===== src/rtl/frame_pkg.sv =====
// Shared types and constants for the frame packetizer.
// FRAME_CHECKSUM_EN adds the S_CSUM trailer state.
package frame_pkg;

    localparam int LEN_W = 16;

    localparam logic [7:0] SYNC0 = 8'hA5;
    localparam logic [7:0] SYNC1 = 8'h5A;

    typedef enum logic [3:0] {
        S_IDLE,
        S_SYNC0,
        S_SYNC1,
        S_FNUM,
        S_PAYLOAD,
        S_DRAIN,
        S_LEN_LO,
        S_LEN_HI,
`ifdef FRAME_CHECKSUM_EN
        S_CSUM,
`endif
        S_DONE
    } state_t;

endpackage


===== src/rtl/frame_packetizer.sv =====
// Wraps a byte stream into A5 5A fnum payload len_lo len_hi [csum] frames.
// Optional checksum trailer enabled by FRAME_CHECKSUM_EN.
module frame_packetizer
    import frame_pkg::*;
#(
    parameter logic [LEN_W-1:0] MAX_BYTES = 16'd19200
) (
    input  logic       clk,
    input  logic       resetn,
    input  logic       start,
    input  logic [7:0] s_data,
    input  logic       s_valid,
    input  logic       s_last,
    output logic       s_ready,
    output logic [7:0] m_data,
    output logic       m_valid,
    input  logic       m_ready,
    output logic       busy,
    output logic       done,
    output logic       truncated,
    output logic [7:0] frame_cnt
);

    state_t state_q, state_d;

    logic [7:0]       m_data_q, m_data_d;
    logic             m_valid_q, m_valid_d;
    logic [LEN_W-1:0] len_q, len_d;
    logic             trunc_q, trunc_d;
    logic [7:0]       cnt_q, cnt_d;
    logic             lo_ld_q, lo_ld_d;
`ifdef FRAME_CHECKSUM_EN
    logic [7:0]       csum_q, csum_d;
`endif

    logic xfer;
    logic can_load;
    logic acc;

    assign xfer     = m_valid_q & m_ready;
    assign can_load = ~m_valid_q | m_ready;
    assign acc      = s_valid & s_ready;

    always_comb begin
        state_d   = state_q;
        m_data_d  = m_data_q;
        m_valid_d = m_valid_q;
        len_d     = len_q;
        trunc_d   = trunc_q;
        cnt_d     = cnt_q;
        lo_ld_d   = lo_ld_q;
`ifdef FRAME_CHECKSUM_EN
        csum_d    = csum_q;
`endif
        s_ready   = 1'b0;
        done      = 1'b0;

        unique case (state_q)
            S_IDLE: begin
                if (start) begin
                    state_d   = S_SYNC0;
                    m_data_d  = SYNC0;
                    m_valid_d = 1'b1;
                    len_d     = '0;
                    trunc_d   = 1'b0;
                    lo_ld_d   = 1'b0;
`ifdef FRAME_CHECKSUM_EN
                    csum_d    = cnt_q;
`endif
                end
            end
            S_SYNC0: begin
                if (xfer) begin
                    m_data_d = SYNC1;
                    state_d  = S_SYNC1;
                end
            end
            S_SYNC1: begin
                if (xfer) begin
                    m_data_d = cnt_q;
                    state_d  = S_FNUM;
                end
            end
            S_FNUM: begin
                if (xfer) begin
                    m_valid_d = 1'b0;
                    state_d   = S_PAYLOAD;
                end
            end
            S_PAYLOAD: begin
                s_ready = can_load;
                if (xfer) m_valid_d = 1'b0;
                if (acc) begin
                    m_data_d  = s_data;
                    m_valid_d = 1'b1;
                    len_d     = len_q + 16'd1;
`ifdef FRAME_CHECKSUM_EN
                    csum_d    = csum_q + s_data;
`endif
                    if (s_last) begin
                        state_d = S_LEN_LO;
                    end else if (len_q + 16'd1 == MAX_BYTES) begin
                        trunc_d = 1'b1;
                        state_d = S_DRAIN;
                    end
                end
            end
            S_DRAIN: begin
                s_ready = 1'b1;
                if (xfer) m_valid_d = 1'b0;
                if (s_valid && s_last) state_d = S_LEN_LO;
            end
            // Last payload byte may still be pending; load len_lo once free.
            S_LEN_LO: begin
                if (!lo_ld_q) begin
                    if (can_load) begin
                        m_data_d  = len_q[7:0];
                        m_valid_d = 1'b1;
                        lo_ld_d   = 1'b1;
                    end
                end else if (xfer) begin
                    m_data_d = len_q[15:8];
                    lo_ld_d  = 1'b0;
                    state_d  = S_LEN_HI;
                end
            end
            S_LEN_HI: begin
                if (xfer) begin
`ifdef FRAME_CHECKSUM_EN
                    m_data_d = csum_q + len_q[7:0] + len_q[15:8];
                    state_d  = S_CSUM;
`else
                    m_valid_d = 1'b0;
                    state_d   = S_DONE;
`endif
                end
            end
`ifdef FRAME_CHECKSUM_EN
            S_CSUM: begin
                if (xfer) begin
                    m_valid_d = 1'b0;
                    state_d   = S_DONE;
                end
            end
`endif
            S_DONE: begin
                done    = 1'b1;
                cnt_d   = cnt_q + 8'd1;
                state_d = S_IDLE;
            end
            default: state_d = S_IDLE;
        endcase
    end

    always_ff @(posedge clk or negedge resetn) begin
        if (!resetn) begin
            state_q   <= S_IDLE;
            m_data_q  <= '0;
            m_valid_q <= 1'b0;
            len_q     <= '0;
            trunc_q   <= 1'b0;
            cnt_q     <= '0;
            lo_ld_q   <= 1'b0;
`ifdef FRAME_CHECKSUM_EN
            csum_q    <= '0;
`endif
        end else begin
            state_q   <= state_d;
            m_data_q  <= m_data_d;
            m_valid_q <= m_valid_d;
            len_q     <= len_d;
            trunc_q   <= trunc_d;
            cnt_q     <= cnt_d;
            lo_ld_q   <= lo_ld_d;
`ifdef FRAME_CHECKSUM_EN
            csum_q    <= csum_d;
`endif
        end
    end

    assign m_data    = m_data_q;
    assign m_valid   = m_valid_q;
    assign busy      = (state_q != S_IDLE);
    assign truncated = trunc_q;
    assign frame_cnt = cnt_q;

endmodule


===== config.mk =====
export PLATFORM = sky130hd
export DESIGN_NAME = frame_packetizer
export DESIGN_NICKNAME = d
export VERILOG_FILES = /design/src/rtl/frame_pkg.sv /design/src/rtl/frame_packetizer.sv
export SDC_FILE = /design/constraint.sdc
export NUM_CORES = 1
export LEC_CHECK = 0
export BUFFER_PORTS_ARGS = -buffer_cell sky130_fd_sc_hd__buf_2
export CAP_MARGIN = 20
export CORE_MARGIN = 2
export CORE_UTILIZATION = 53
export DETAILED_ROUTE_END_ITERATION = 8
export PLACE_DENSITY_LB_ADDON = 0.3
export SYNTH_ARGS = -nofsm -noshare
export SYNTH_HDL_FRONTEND = slang
export SYNTH_SLANG_ARGS = --single-unit

===== constraint.sdc =====
create_clock -name clk -period 2.27 [get_ports clk]
set_input_delay 0.5675 -clock clk [delete_from_list [all_inputs] [get_ports clk]]
set_output_delay 0.5675 -clock clk [all_outputs]
set_load 0.01 [all_outputs]

## After elaboration in Yosys (flattened, before gate mapping)

Index checks and enable logic that the tools add are counted.

| cells by class | value |
|---|---|
| mux-type cells | 40 |
| equality and inequality tests | 25 |
| add/subtract/negate cells | 2 |
| reduce and logical (&&, ||, !) cells | 14 |
| bitwise operators | 4 |

Operators with widths:

| kind | number |
|---|---|
| 8-bit two-way mux | 7 |
| 4-bit two-way mux | 11 |
| 8-bit one-hot mux with 5 select lines | 1 |
| 16-bit two-way mux | 2 |
| 16-bit one-hot mux with 2 select lines | 1 |
| 4-bit one-hot mux with 8 select lines | 1 |
| 2-bit inequality test, second input constant | 13 |
| 16-bit by 1-bit adder with 16-bit output, second input constant | 1 |
| 16-bit by 15-bit equality test with 1-bit output, second input constant | 1 |
| 4-bit by 3-bit equality test with 1-bit output, second input constant | 4 |
| 1-bit two-way mux | 13 |
| 10-bit AND reduction | 1 |
| 3-bit inequality test, second input constant | 3 |
| 8-bit by 1-bit adder with 8-bit output, second input constant | 1 |
| 4-bit by 2-bit equality test with 1-bit output, second input constant | 2 |
| 4-bit nonzero test | 2 |
| 7-bit AND reduction | 1 |
| 1-bit one-hot mux with 2 select lines | 3 |
| 5-bit AND reduction | 1 |
| 5-bit nonzero test | 1 |
| 4-bit by 1-bit equality test with 1-bit output, second input constant | 1 |
| 4-bit equality test, second input constant | 1 |
| 4-bit logical NOT | 1 |
| 1-bit one-hot mux with 4 select lines | 1 |
| other kinds (9) | 11 |

| storage, ports and cells | value |
|---|---|
| output and inout port bits | 21 |
| bits of input ports | 14 |
| bits in registers | 39 |
| logic and storage cells | 92 |

## Logic depth before layout (Yosys ltp)

| depth | value |
|---|---|
| depth in word-level cells | 6 |
| gate-level depth with buffers | 10 |
| depth with buffers taken out | 7 |

## Worst setup path after synthesis

No wires, ideal clock.

| timing | value |
|---|---|
| path kind | reg2reg |
| start | register len_q[0] |
| end | register state_q[0] |
| required time | 2.180 ns |
| cell stages (with the launch flop) | 8 |
| slack | 0.060 ns |
| data arrival time | 2.119 ns |
| setup time | 0.090 ns |
| cells stage by stage | dfrtp_1 > ha_1 > and3_2 > nand3_1 > or4_1 > a2111oi_2 > nand4_1 > o221ai_1 |

| between the ends | value |
|---|---|
| cells in the longest elaborated chain, start to end | 4 |

Ends and longest elaborated chain:

| item | RTL line | text |
|---|---|---|
| start, declared | frame_packetizer.sv:28 | `logic [LEN_W-1:0] len_q, len_d;` |
| start signal, assigned | frame_packetizer.sv:171 | `len_q <= len_d;` |
| 16-bit by 1-bit adder with 16-bit output | frame_packetizer.sv:102 | `end else if (len_q + 16'd1 == MAX_BYTES) begin` |
| 16-bit by 15-bit equality test with 1-bit output | frame_packetizer.sv:102 |  |
| 3-bit inequality test (no line) | n/a |  |
| 10-bit AND reduction (no line) | n/a |  |
| end signal, assigned | frame_packetizer.sv:168 | `state_q <= state_d;` |
| end, declared | frame_packetizer.sv:24 | `state_t state_q, state_d;` |

Every way passes these cells.
A chain may end at the register's enable or synchronous reset.

## Worst setup path after layout

| timing | value |
|---|---|
| start | register state_q[1] |
| end | output done |

| between the ends | value |
|---|---|
| cells in the longest elaborated chain, start to end | 2 |

Ends and longest elaborated chain:

| item | RTL line | text |
|---|---|---|
| 4-bit equality test | frame_packetizer.sv:58 | `unique case (state_q)` |
| 1-bit two-way mux | frame_packetizer.sv:58 |  |
| end, declared | frame_packetizer.sv:19 | `output logic done,` |

Every way passes these cells.

==> impl_metrics.ini <==
[routing]
drtAntennaViolNets = 0
first_iter_violations = 333
drc = 0
vias = 2685
first_pass_iters = 5
drt-vias-per-instance = 6.06
wl_um = 6950
routedWlPerCell_um = 15.7

[sta]
fin_crit_sh_pct = 96.6
rsz0062_at_grt = no
worst_slew_pin_slew_ns = 0.485
max_freq_mhz = 456
layout_setup_ws_ns = 0.0769
finClkSkew_ns = 0.00870
hold_ws_ns = 0.223
final.setup.tns_ns = 0
setup_viol = 0
final.min_clock_period_ns = 2.19
hold_violations = 0
slew_headroom_pct = 67.3
slew_viol_final = 0

[clocking]
path_clk_slew_ns = 0.08
clk_path_buf_depth = 2
clk_latency_ns = 0.30
cts_root_buffer = clkbuf_8
h-tree-depth = 2
numCtsBuffers = 5
clkSinkCount = 39
holdBufCountCts = 0
tritoncts = built

[grt]
grt_use_met3_pct = 3.31
grt_overflow = 0
grt_pass1_vias = 2298
grt-busiest-layer = met1
track_usage_pct = 25.4
grt_pass1_wl_um = 11100
met1_usage_pct = 37.9
antenna_found_initial = 0
grt_max_degree = 34
grt_use_met2_pct = 37.9

[critical_path]
worstSetupPathType = reg2out
worstReg2RegEnd = state_q[0]
end_kind = output pin
path_max_fanout = 15
start_kind = register
r2r-start = len_q[0]
crit_required_ns = 1.70
worstPathArrival_ns = 1.63
reg2reg_slack_ns = 0.13
worst_r2r_path_depth = 7

[synth]
syn_nets = 352
synth_compound_area_share_pct = 24.7
synth-xor-area-share_pct = 2.91
synthCells = 335
ys.flop_type = dfrtp_1
synth_area_sq_mm = 0.00271
synth_fa_ha_area_share_pct = 1.38
synth-simple-area-share_pct = 24.1
ys_warn_count = 0
synth_top_family_by_area = compound AO/OA/AOI/OAI gates
synthArstFlopShare_pct = 100
muxShareOfSynthArea_pct = 4.61
ys_seq_elements = 39
synth-edff-count = 0
seq_area_frac_synth_pct = 36.0
postSynthAreaPerCell_sq_um = 8.09
yosysUniqueCellTypes = 53

[final_layout]
n_fill_cell = 449
fin_nets = 389
drive_above_1_share_pct = 22.5
area_growth_pct = 16.0
n_antenna_cell = 0
utilization_pct = 62.8

[power]
ir_worst_vdd_uv = 866
seqPwrFrac_pct = 30.7
switching_share_pct = 45.4
p_int_mw = 1.98
pwr-share-comb_pct = 56.2
p_switching_mw = 1.65
p_total_mw = 3.62
power.density_mw_per_mm2 = 1150
leakagePower_nw = 1.34
clockPowerShare_pct = 13.1

[placement]
globalplace.congestion = 0.984
portBuffers = 34
hpwlAfterDp_um = 5120
place_ws_ns = 0.110

[floorplanning]
die_h_um = 75.5
start_util_pct = 54.1
num_rows = 26
ioPinCount = 35
core-area_sq_mm = 0.00501
fp.dieW_um = 75.5
dieArea_sq_mm = 0.00570

[run_status]
status = complete, no violations

[hold_path]
hold_class = in2async

[flow_run]
cap_violations = 0
cells by family after synthesis:
group	count (synthesis)
and+or+nand+nor	131
adders and majority gates	3
muxes	12
AOI/OAI and AO/OA	104
xor gates and xnor gates	9
DFF	39
buffers and inverters	37
cell usage after synthesis, types with 6 or more instances:
| cell | number | share of area [%] |
|---|---|---|
| dfrtp_1 | 39 | 36 |
| nand2_1 | 38 | 5.3 |
| nor2_1 | 29 | 4.0 |
| a21oi_1 | 28 | 5.2 |
| o21ai_0 | 27 | 5.0 |
| clkbuf_1 | 15 | 2.1 |
| nand2b_1 | 11 | 2.5 |
| nand3_1 | 11 | 2.0 |
| nand4_1 | 9 | 2.1 |
| mux2i_1 | 8 | 3.0 |
| buf_2 | 7 | 1.3 |
| nor3_1 | 7 | 1.3 |
| xnor2_1 | 7 | 2.3 |
| inv_1 | 6 | 0.83 |
| o21a_1 | 6 | 1.7 |
| o221ai_1 | 6 | 1.9 |
cells in the final DEF (no fill, tap or decap), types with 5 or more instances in the layout:
master,netlist,layout
nand2_1,38,38
dfrtp_1,39,38
buf_2,7,34
nor2_1,29,28
a21oi_1,28,28
o21ai_0,27,27
buf_4,5,25
nand2b_1,11,11
nand3_1,11,11
nand4_1,9,9
mux2i_1,8,8
nor3_1,7,7
xnor2_1,7,7
inv_1,6,6
o21a_1,6,6
o221ai_1,6,6
a22o_1,5,5
nor4_1,5,5
a31oi_1,5,5
clkbuf_8,0,5
sequential cells by signal (all words and copies together), names as in the netlist:
name       flops
frame_cnt      8
len_q         16
lo_ld_q        1
m_data         8
m_valid        1
state_q        4
truncated      1
through the flow:
| stage | cells | area (sq um) |
|---|---|---|
| after floorplan | 335 | 2710 |
| after global placement | 435 | 3050 |
| after detailed placement | 435 | 3050 |
| after CTS | 443 | 3140 |
| after global routing | 443 | 3150 |
| final | 443 | 3150 |
worst max-delay path, stage by stage (launching register included):
cell and delay, ns:
dfrtp_2 0.47, buf_4 0.21, nor2_2 0.20, and3_2 0.30
buf_2 0.16
power by group through the flow:
stage               clock (mW)  combinational, mW  sequential (mW)
global placement             0               1.97             1.11
detailed placement           0               2.00             1.11
CTS                      0.482               2.01             1.10
finish                   0.474               2.04             1.11
floorplan                    0               1.43             1.07
global route             0.515               2.25             1.15
how the worst max path moves through the flow:
stage                     startpoint          to  slack [ns]  cells past startpoint
after floorplan             len_q[0]  state_q[0]        0.06                      7
after global placement    state_q[1]   m_data[2]        0.16                      7
after detailed placement  state_q[1]   m_data[2]        0.11                      7
after CTS                 state_q[1]        done        0.05                      4
after global routing      state_q[1]        done       0.004                      4
final                     state_q[1]        done        0.08                      4
layout make-up:
type / instances / area (sq um) / share of cell area [%]
Tap cell: 70 / 87.6 / 2.78
Clock buffer: 6 / 72.6 / 2.31
Timing Repair Buffer: 61 / 398 / 12.6
Clock inverter: 2 / 12.5 / 0.398
Sequential cell: 39 / 977 / 31.1
Inverter: 6 / 22.5 / 0.716
Multi-Input combinational cell: 259 / 1580 / 50.1
metal layers:
metal / up-vias / part of all wire, %
met5: - / 0
met4: 0 / 1.7
met3: 13 / 6.4
met2: 99 / 47
met1: 1278 / 45
li1: 1295 / -
repair_timing:
action | 4_1_cts | 5_1_grt
endpoints found under the hold margin | 0 | 0
resized for setup | 2 | 2
setup buffers | 0 | 0
endpoints found under the setup margin | 1 | 10
(Power assumes the default switching activity.)
